[config.mk]
export PLATFORM = sky130hd
export DESIGN_NAME = muldiv
export DESIGN_NICKNAME = d
export VERILOG_FILES = /design/src/rtl/muldiv.sv
export SDC_FILE = /design/constraint.sdc
export NUM_CORES = 1
export LEC_CHECK = 0
export BUFFER_PORTS_ARGS = -buffer_cell sky130_fd_sc_hd__buf_2
export CORE_ASPECT_RATIO = 0.8
export CORE_MARGIN = 2
export CORE_UTILIZATION = 54
export CTS_BUF_LIST = sky130_fd_sc_hd__clkbuf_2 sky130_fd_sc_hd__clkbuf_4 sky130_fd_sc_hd__clkbuf_8
export DETAILED_ROUTE_END_ITERATION = 8
export GPL_TIMING_DRIVEN = 0
export HOLD_SLACK_MARGIN = 0.15
export PLACE_DENSITY = 0.83
export SETUP_SLACK_MARGIN = 0.5
export SLEW_MARGIN = 5
export SYNTH_ARGS = -nofsm -noshare
export SYNTH_HDL_FRONTEND = slang
export SYNTH_SLANG_ARGS = --single-unit
[constraint.sdc]
create_clock -name clk -period 2.5 [get_ports clk]
set_input_delay 0.125 -clock clk [delete_from_list [all_inputs] [get_ports clk]]
set_output_delay 0.125 -clock clk [all_outputs]
set_load 0.01 [all_outputs]
[src/rtl/muldiv.sv]
// Iterative 32-bit unsigned multiplier/divider: radix-2 shift-add MUL/MULHU, restoring DIVU/REMU.
// Define MULDIV_DIV_EN to build the divider; without it DIVU/REMU complete in one cycle with zero.
module muldiv (
  input  logic        clk,
  input  logic        rst,
  input  logic        muldiv__req,
  input  logic [1:0]  muldiv__op,
  input  logic [31:0] muldiv__left,
  input  logic [31:0] muldiv__right,
  output logic        muldiv__busy,
  output logic        muldiv__done,
  output logic [31:0] muldiv__out
);

  typedef enum logic [1:0] {
    IDLE = 2'd0,
    RUN  = 2'd1,
    DONE = 2'd2
  } state_t;

  state_t      state;
  state_t      next_state;
  logic [4:0]  count;
  logic        hi_sel;
  logic [31:0] a_q;
  logic [32:0] acc_hi;
  logic [31:0] acc_lo;
  logic        accept;
  logic        skip_run;
  logic        last_iter;
  logic [32:0] mul_sum;
  logic [32:0] step_hi;
  logic [31:0] step_lo;
  logic [31:0] result;

`ifdef MULDIV_DIV_EN
  logic        is_div;
  logic [31:0] b_q;
  logic [32:0] rem_shift;
  logic [33:0] div_diff;
`endif

  assign accept    = muldiv__req && (state != RUN);
  assign last_iter = (count == 5'd31);

`ifdef MULDIV_DIV_EN
  assign skip_run = 1'b0;
`else
  assign skip_run = muldiv__op[1];
`endif

  always_comb begin
    next_state = state;
    case (state)
      IDLE, DONE: begin
        if (muldiv__req) next_state = skip_run ? DONE : RUN;
        else             next_state = IDLE;
      end
      RUN: begin
        if (last_iter) next_state = DONE;
      end
      default: next_state = IDLE;
    endcase
  end

  // One iteration: acc_hi holds the running high product (or partial remainder),
  // acc_lo the shifting multiplier (or dividend bits becoming quotient bits).
  always_comb begin
    mul_sum = acc_hi + (acc_lo[0] ? {1'b0, a_q} : 33'd0);
    step_hi = {1'b0, mul_sum[32:1]};
    step_lo = {mul_sum[0], acc_lo[31:1]};
`ifdef MULDIV_DIV_EN
    rem_shift = {acc_hi[31:0], acc_lo[31]};
    div_diff  = {1'b0, rem_shift} - {2'b00, b_q};
    if (is_div) begin
      if (div_diff[33]) begin
        step_hi = rem_shift;
        step_lo = {acc_lo[30:0], 1'b0};
      end else begin
        step_hi = div_diff[32:0];
        step_lo = {acc_lo[30:0], 1'b1};
      end
    end
`endif
    // MULHU and REMU both live in the high half; MUL and DIVU in the low half
    result = hi_sel ? step_hi[31:0] : step_lo;
  end

  always_ff @(posedge clk) begin
    if (rst) begin
      state       <= IDLE;
      count       <= 5'd0;
      hi_sel      <= 1'b0;
      a_q         <= 32'd0;
      acc_hi      <= 33'd0;
      acc_lo      <= 32'd0;
      muldiv__out <= 32'd0;
`ifdef MULDIV_DIV_EN
      is_div      <= 1'b0;
      b_q         <= 32'd0;
`endif
    end else begin
      state <= next_state;
      if (accept) begin
        hi_sel <= muldiv__op[0];
        a_q    <= muldiv__left;
        acc_hi <= 33'd0;
        acc_lo <= muldiv__op[1] ? muldiv__left : muldiv__right;
        count  <= 5'd0;
`ifdef MULDIV_DIV_EN
        is_div <= muldiv__op[1];
        b_q    <= muldiv__right;
`endif
        if (skip_run) muldiv__out <= 32'd0;
      end else if (state == RUN) begin
        acc_hi <= step_hi;
        acc_lo <= step_lo;
        count  <= count + 5'd1;
        if (last_iter) muldiv__out <= result;
      end
    end
  end

  assign muldiv__busy = (state == RUN);
  assign muldiv__done = (state == DONE);

endmodule
==> results.py, run 1 <==
metrics = {
    "synthesis": {
        "synth-edff-count": 0,
        "synth_nets": 1078,
        "synthArstFlopShare": 0,
        "synth_cell_types": 66,
        "synthAdderAreaFrac": 0.0582,
        "synth-xor-area-share": 0.0320,
        "synth-simple-area-share": 0.209,
        "synth_seq_cells": 136,
        "netlist_area_mm2": 0.00766,
        "synth_compound_area_frac": 0.248,
        "synth_top_family_by_area": "compound AO/OA/AOI/OAI gates",
        "synth_seq_area_share": 0.356,
        "synthMuxAreaShare": 0.0574,
        "syn_avg_cell_area_um2": 7.86,
        "syn_inst": 974,
        "synthFlopType": "dfxtp_1",
        "ys.warnings.count": 0,
    },
    "die": {
        "chipWidth_um": 137,
        "die_area_mm2": 0.0152,
        "num_rows": 38,
        "ios": 103,
        "start_util": 0.559,
        "core-area_mm2": 0.0137,
        "die-height_um": 111,
    },
    "timing": {
        "post-route-period-util": 1.23,
        "setup_viol": 55,
        "slew_headroom": 0.404,
        "finalMaxSlewViolations": 0,
        "rsz0062_at_grt": "yes",
        "setup_ws_ns": -0.578,
        "layout_min_cycle_time_ns": 3.08,
        "tns_ns": -19.73,
        "max_freq_ghz": 0.325,
        "whs_ns": 0.136,
        "tightest_slew_ns": 0.891,
        "finalHoldViolCount": 0,
        "clock_skew_ns": 0.0208,
    },
    "critical_path": {
        "rr_endpoint": "acc_hi[11]$_SDFFE_PP0P_",
        "r2r_cells": 15,
        "cp_cell_sequence": "and2_4, ha_4, inv_2, fa_2, nand2b_4, a211oi_4, o21ai_4, buf_4, a21oi_4, buf_6, buf_4, o21ai_0, nand2b_1, xnor2_2, o21ai_0",
        "cp-end-kind": "flip-flop",
        "cp-start-kind": "flip-flop",
        "crit_family": "compound AO/OA/AOI/OAI gates",
        "critPathBufInv": 4,
        "max_stage_delay_ns": 0.41,
        "reg2reg_from": "acc_lo[0]$_SDFFE_PP0P_",
        "ff2ff_setup_slack_ns": -0.58,
        "critPathSlowestCell": "dfxtp_4",
        "required_ns": 2.81,
        "critPathKind": "reg -> reg",
        "critPathMaxFanout": 5,
        "arrival_ns": 3.39,
    },
    "placed_design": {
        "gp_congestion": 0.951,
        "port-buffer-count": 101,
        "dp_hpwl_um": 19200,
        "placed_cells": 1255,
        "place_area_mm2": 0.00852,
        "dpl_worst_slack_ns": -0.424,
    },
    "clock_tree": {
        "clk_pin_slew_ns": 0.08,
        "cts_tree": "built",
        "cts_inserted_buffers": 17,
        "htreeDepth": 4,
        "cts-root-buf": "clkbuf_8",
        "clk-insertion-delay-late_ns": 0.49,
        "ctsLongestPathBuffers": 2,
        "numClockSinks": 136,
    },
    "detailed_routing": {
        "drt-initial-drc-count": 2003,
        "via_per_inst": 6.91,
        "wirelength_um": 33700,
        "ant_nets": 0,
        "route.vias.total": 9506,
        "wl_per_cell_um": 24.5,
        "drcViolationCount": 6,
        "drt_first_pass_iters": 9,
    },
    "cells_and_area": {
        "syn2layout_area_growth_pct": 40.7,
        "fin_nets": 1284,
        "drive_above_1_share": 0.309,
        "instances_no_fill": 1375,
        "layout_commonest_cell": "dfxtp_1",
        "final_area_mm2": 0.0108,
        "num-fill-cells": 755,
        "final_util": 0.787,
        "final_cell_mix": "135 x dfxtp_1, 125 x nand2_1, 107 x buf_2, 104 x a21oi_1, 93 x nor2_1",
    },
    "run_status": {
        "status": "finished with violations",
        "violations": "design-rule violations, negative setup slack",
    },
    "pwr": {
        "max-vdd-ir-drop_uv": 424,
        "leakage_nw": 4.32,
        "p_per_area_mw_per_mm2": 462,
        "p_total_mw": 4.98,
    },
    "worst_hold_path": {
        "holdPathEnd": "acc_lo[11]$_SDFFE_PP0P_",
        "hold_path_class": "in -> reg",
        "hold_path_depth": 5,
        "min-delay-start": "muldiv__right[11]",
    },
    "run": {
        "maxCapViolations": 0,
    },
    "global_route": {
        "grt_pass1_wl_um": 45400,
        "antenna_found_initial": 2,
        "grt_usage": 0.387,
        "overflow": 0,
        "grt_pass1_vias": 8361,
        "grt_max_degree": 17,
    },
}
[worst max path at each step]
stage	from	endpoint	slack [ns]	cells past startpoint
after global placement	acc_lo[0]$_SDFFE_PP0P_	muldiv__out[24]$_SDFFE_PP0P_	-0.31	11
after detailed placement	acc_lo[0]$_SDFFE_PP0P_	muldiv__out[24]$_SDFFE_PP0P_	-0.42	11
after floorplan	acc_lo[0]$_SDFFE_PP0P_	acc_hi[25]$_SDFFE_PP0P_	0.06	11
final	acc_lo[0]$_SDFFE_PP0P_	acc_hi[11]$_SDFFE_PP0P_	-0.58	15
after CTS	acc_lo[0]$_SDFFE_PP0P_	acc_hi[29]$_SDFFE_PP0P_	-0.34	12
after global routing	acc_lo[0]$_SDFFE_PP0P_	acc_hi[11]$_SDFFE_PP0P_	-0.59	15
[report_power, final]
| part | internal [mW] | total [mW] | switching [mW] |
|---|---|---|---|
| logic | 0.319 | 0.818 | 0.499 |
| clock network | 0.848 | 1.83 | 0.986 |
| registers | 2.25 | 2.33 | 0.0755 |
[kinds of logic after synthesis]
kind of cell	after synthesis
xor gates and xnor gates	28
and+or+nand+nor	354
AOI/OAI and AO/OA	297
adders and majority gates	35
buffers and inverters	81
DFF	136
muxes	43
[flip-flops by register name, indices dropped and copies added (netlist names)]
name and count:
count 5, a_q 32, acc_hi 32, hi_sel 1, state 2, acc_lo 32, muldiv__out 32
[metal layers]
| layer | GRT usage | share of wire |
|---|---|---|
| met5 | 0 | 0 |
| met4 | 0.149 | 0.074 |
| met1 | 0.524 | 0.36 |
| met3 | 0.138 | 0.15 |
| met2 | 0.559 | 0.41 |
[cells in the mapped netlist (all sizes together) (6+ instances only)]
master | n | area (µm²)
nand2 | 141 | 529
dfxtp | 136 | 2720
a21oi | 130 | 666
nor2 | 100 | 375
clkbuf | 49 | 184
mux2i | 39 | 390
o21ai | 39 | 203
a211oi | 38 | 295
and2 | 38 | 238
ha | 34 | 425
nand3 | 23 | 115
o22ai | 18 | 113
a22oi | 16 | 120
inv | 16 | 60.1
buf | 15 | 62.6
xnor2 | 15 | 131
xor2 | 13 | 114
nor3 | 11 | 55.1
nand4 | 9 | 56.3
a21o | 7 | 52.6
a31oi | 6 | 43.8
nand3b | 6 | 45.0
[tightest hold or removal path: cells and delay by family]
kind,cells,cell delay [ns]
AO/OA/AOI/OAI,2,0.19
buffers and inverters,1,0.10
multiplexers,1,0.11
AND/OR/NAND/NOR,1,0.04
[what timing repair did]
action                                  4_1_cts  5_1_grt
setup buffers                                32       17
endpoints found under the hold margin        35        0
pin swaps                                    50       62
gates cloned                                  2        0
hold buffers                                 35        0
resized for setup                           126      114
endpoints found under the setup margin       99       96
[area by class of cell]
class,instances,area [µm²],share of cell area
Multi-Input combinational cell,757,5760,0.534
Sequential cell,136,2730,0.253
Timing Repair Buffer,187,1300,0.121
Buffer,64,313,0.0290
Clock buffer,20,263,0.0244
Tap cell,180,225,0.0209
Clock inverter,12,119,0.0110
Inverter,17,63.8,0.00592
Antenna cell,2,5.00,0.000465
Power figures use the tool's default switching activity.
==> run 2, diff against run 1 <==
--- a/config.mk
+++ b/config.mk
@@ -15,7 +15,6 @@
 export HOLD_SLACK_MARGIN = 0.15
 export PLACE_DENSITY = 0.83
 export SETUP_SLACK_MARGIN = 0.5
-export SLEW_MARGIN = 5
 export SYNTH_ARGS = -nofsm -noshare
 export SYNTH_HDL_FRONTEND = slang
 export SYNTH_SLANG_ARGS = --single-unit
==> constraint.sdc (replaced) <==
create_clock -name clk -period 2.48 [get_ports clk]
set_input_delay 0.124 -clock clk [delete_from_list [all_inputs] [get_ports clk]]
set_output_delay 0.124 -clock clk [all_outputs]
set_load 0.01 [all_outputs]
==> run 2 against run 1 <==
  * Utilization decreased by 2.3 points
  * Largest power group unchanged
  * Critical path depth decreased by 4
  * Count of clock-buffer cells in the layout decreased by 2
  * Wire length decreased by 4.7%
  * Largest cell class unchanged
  * Power decreased by 0.27%
  * Register-to-register slack improved by 0.10 ns
  * Critical path type unchanged
  * Final area decreased by 3.0%
  * Global-route usage decreased by 0.57 points
  * Via count decreased by 2.0%
  * The flow finishes with violations (negative setup slack)
  * Cell count decreased by 1.3%
==> results.py, run 2 (synthesis results as in run 1) <==
metrics = {
    "timing": {
        "layout_min_cycle_time_ns": 2.95,
        "finalHoldViolCount": 0,
        "setup_ws_ns": -0.474,
        "max_freq_ghz": 0.338,
        "setup_viol": 49,
        "tns_ns": -10.88,
        "clock_skew_ns": 0.0242,
        "finalMaxSlewViolations": 0,
        "post-route-period-util": 1.19,
        "slew_headroom": 0.403,
        "rsz0062_at_grt": "yes",
        "tightest_slew_ns": 0.895,
    },
    "clock_tree": {
        "cts_tree": "built",
        "clk_pin_slew_ns": 0.08,
        "numClockSinks": 136,
        "cts_inserted_buffers": 17,
        "clk-insertion-delay-late_ns": 0.48,
        "ctsLongestPathBuffers": 2,
        "cts-root-buf": "clkbuf_8",
        "htreeDepth": 4,
    },
    "die": {
        "core-area_mm2": 0.0137,
        "chipWidth_um": 137,
        "die_area_mm2": 0.0152,
        "num_rows": 38,
        "die-height_um": 111,
        "ios": 103,
        "start_util": 0.559,
    },
    "pwr": {
        "leakage_nw": 4.21,
        "p_per_area_mw_per_mm2": 475,
        "p_total_mw": 4.96,
        "max-vdd-ir-drop_uv": 444,
    },
    "placed_design": {
        "dp_hpwl_um": 19000,
        "port-buffer-count": 101,
        "gp_congestion": 0.979,
    },
    "critical_path": {
        "critPathMaxFanout": 10,
        "critPathKind": "reg -> reg",
        "cp-start-kind": "flip-flop",
        "critPathLaunch": "acc_lo[0]$_SDFFE_PP0P_",
        "reg2reg_from": "acc_lo[0]$_SDFFE_PP0P_",
        "required_ns": 2.81,
        "cp-end-kind": "flip-flop",
        "arrival_ns": 3.29,
    },
    "global_route": {
        "overflow": 0,
        "grt_pass1_wl_um": 44400,
        "grt_pass1_vias": 8187,
        "grt_usage": 0.381,
        "grt_max_degree": 17,
        "antenna_found_initial": 1,
    },
    "detailed_routing": {
        "drcViolationCount": 0,
        "wl_per_cell_um": 23.7,
        "wirelength_um": 32100,
        "drt_first_pass_iters": 6,
        "via_per_inst": 6.86,
        "drt-initial-drc-count": 1843,
        "ant_nets": 0,
        "route.vias.total": 9314,
    },
    "run_status": {
        "status": "finished with violations",
        "violations": "negative setup slack",
    },
    "cells_and_area": {
        "layout_commonest_cell": "dfxtp_1",
        "num-fill-cells": 812,
        "final_cell_mix": "134 x dfxtp_1, 130 x nand2_1, 108 x buf_2, 101 x a21oi_1, 95 x nor2_1",
        "multi_input_area_mm2": 0.00562,
        "fin_nets": 1269,
        "ff_latch_area_mm2": 0.00273,
        "diodes": 0,
        "syn2layout_area_growth_pct": 36.5,
        "drive_above_1_share": 0.295,
    },
    "worst_hold_path": {
        "min-delay-start": "muldiv__right[21]",
        "hold_path_class": "in -> reg",
    },
    "run": {
        "maxCapViolations": 0,
    },
}
==> run 2: worst max-delay path, stage by stage (launching register included) <==
cell,delay (ns)
dfxtp_4,0.38
buf_6,0.15
and2_1,0.16
ha_1,0.38
nand2_1,0.11
o21ai_0,0.28
inv_1,0.16
and3_1,0.24
o211ai_2,0.30
a31oi_2,0.19
xnor2_2,0.33
o22ai_1,0.14
==> run 2: final cells by class <==
| class | count | area share |
|---|---|---|
| plain buffers | 64 | 0.0291 |
| clock buffers | 18 | 0.0231 |
| clock inverters | 13 | 0.0120 |
| inverters | 17 | 0.00611 |
| multi-input cells | 757 | 0.538 |
| flip-flops and latches | 136 | 0.261 |
| well taps | 180 | 0.0215 |
| repair buffers | 172 | 0.110 |
==> run 2: per-layer routing <==
layer | GRT usage | vias up | routed length, µm
met3 | 0.128 | 277 | 4930
met4 | 0.179 | 0 | 2170
met1 | 0.507 | 4262 | 11600
met2 | 0.552 | 929 | 13400
met5 | 0 | - | 0
li1 | - | 3846 | -
==> run 2: where the power goes <==
part	internal, mW	total (mW)	switching, mW	leakage (nW)
sequential	2.27	2.34	0.0754	1.11
combinational	0.304	0.793	0.489	2.92
clock	0.809	1.83	1.02	0.177
==> run 2: path summary, 6_finish.rpt <==
| kind | slack [ns] | endpoint | cells after the start |
|---|---|---|---|
| setup / recovery | -0.47 | muldiv__out[26]$_SDFFE_PP0P_ | 11 |
| setup reg to reg | -0.47 | muldiv__out[26]$_SDFFE_PP0P_ | 11 |
| hold reg to reg | 0.46 | a_q[18]$_SDFFE_PP0P_ | 2 |
| hold / removal | 0.15 | acc_lo[21]$_SDFFE_PP0P_ | 5 |
==> run 2: metrics by stage <==
step                      cell area (µm²)  hold slack (ns)  instances   util  setup slack [ns]
after floorplan                      7790            0.260        974      -            0.0377
after global placement               8520            0.381       1255  0.622            -0.453
after detailed placement             8520            0.383       1255  0.622            -0.475
after CTS                            9950            0.151       1342  0.727            -0.217
after global routing                10500            0.204       1357  0.763            -0.569
final                               10500            0.151       1357  0.763            -0.474
==> run 2: repair_timing <==
item / 4_1_cts / 5_1_grt
setup buffers: 21 / 15
hold endpoints to repair: 35 / 0
gates resized for setup: 113 / 101
hold buffers: 35 / 0
endpoints found under the setup margin: 99 / 87
pin swaps: 31 / 36
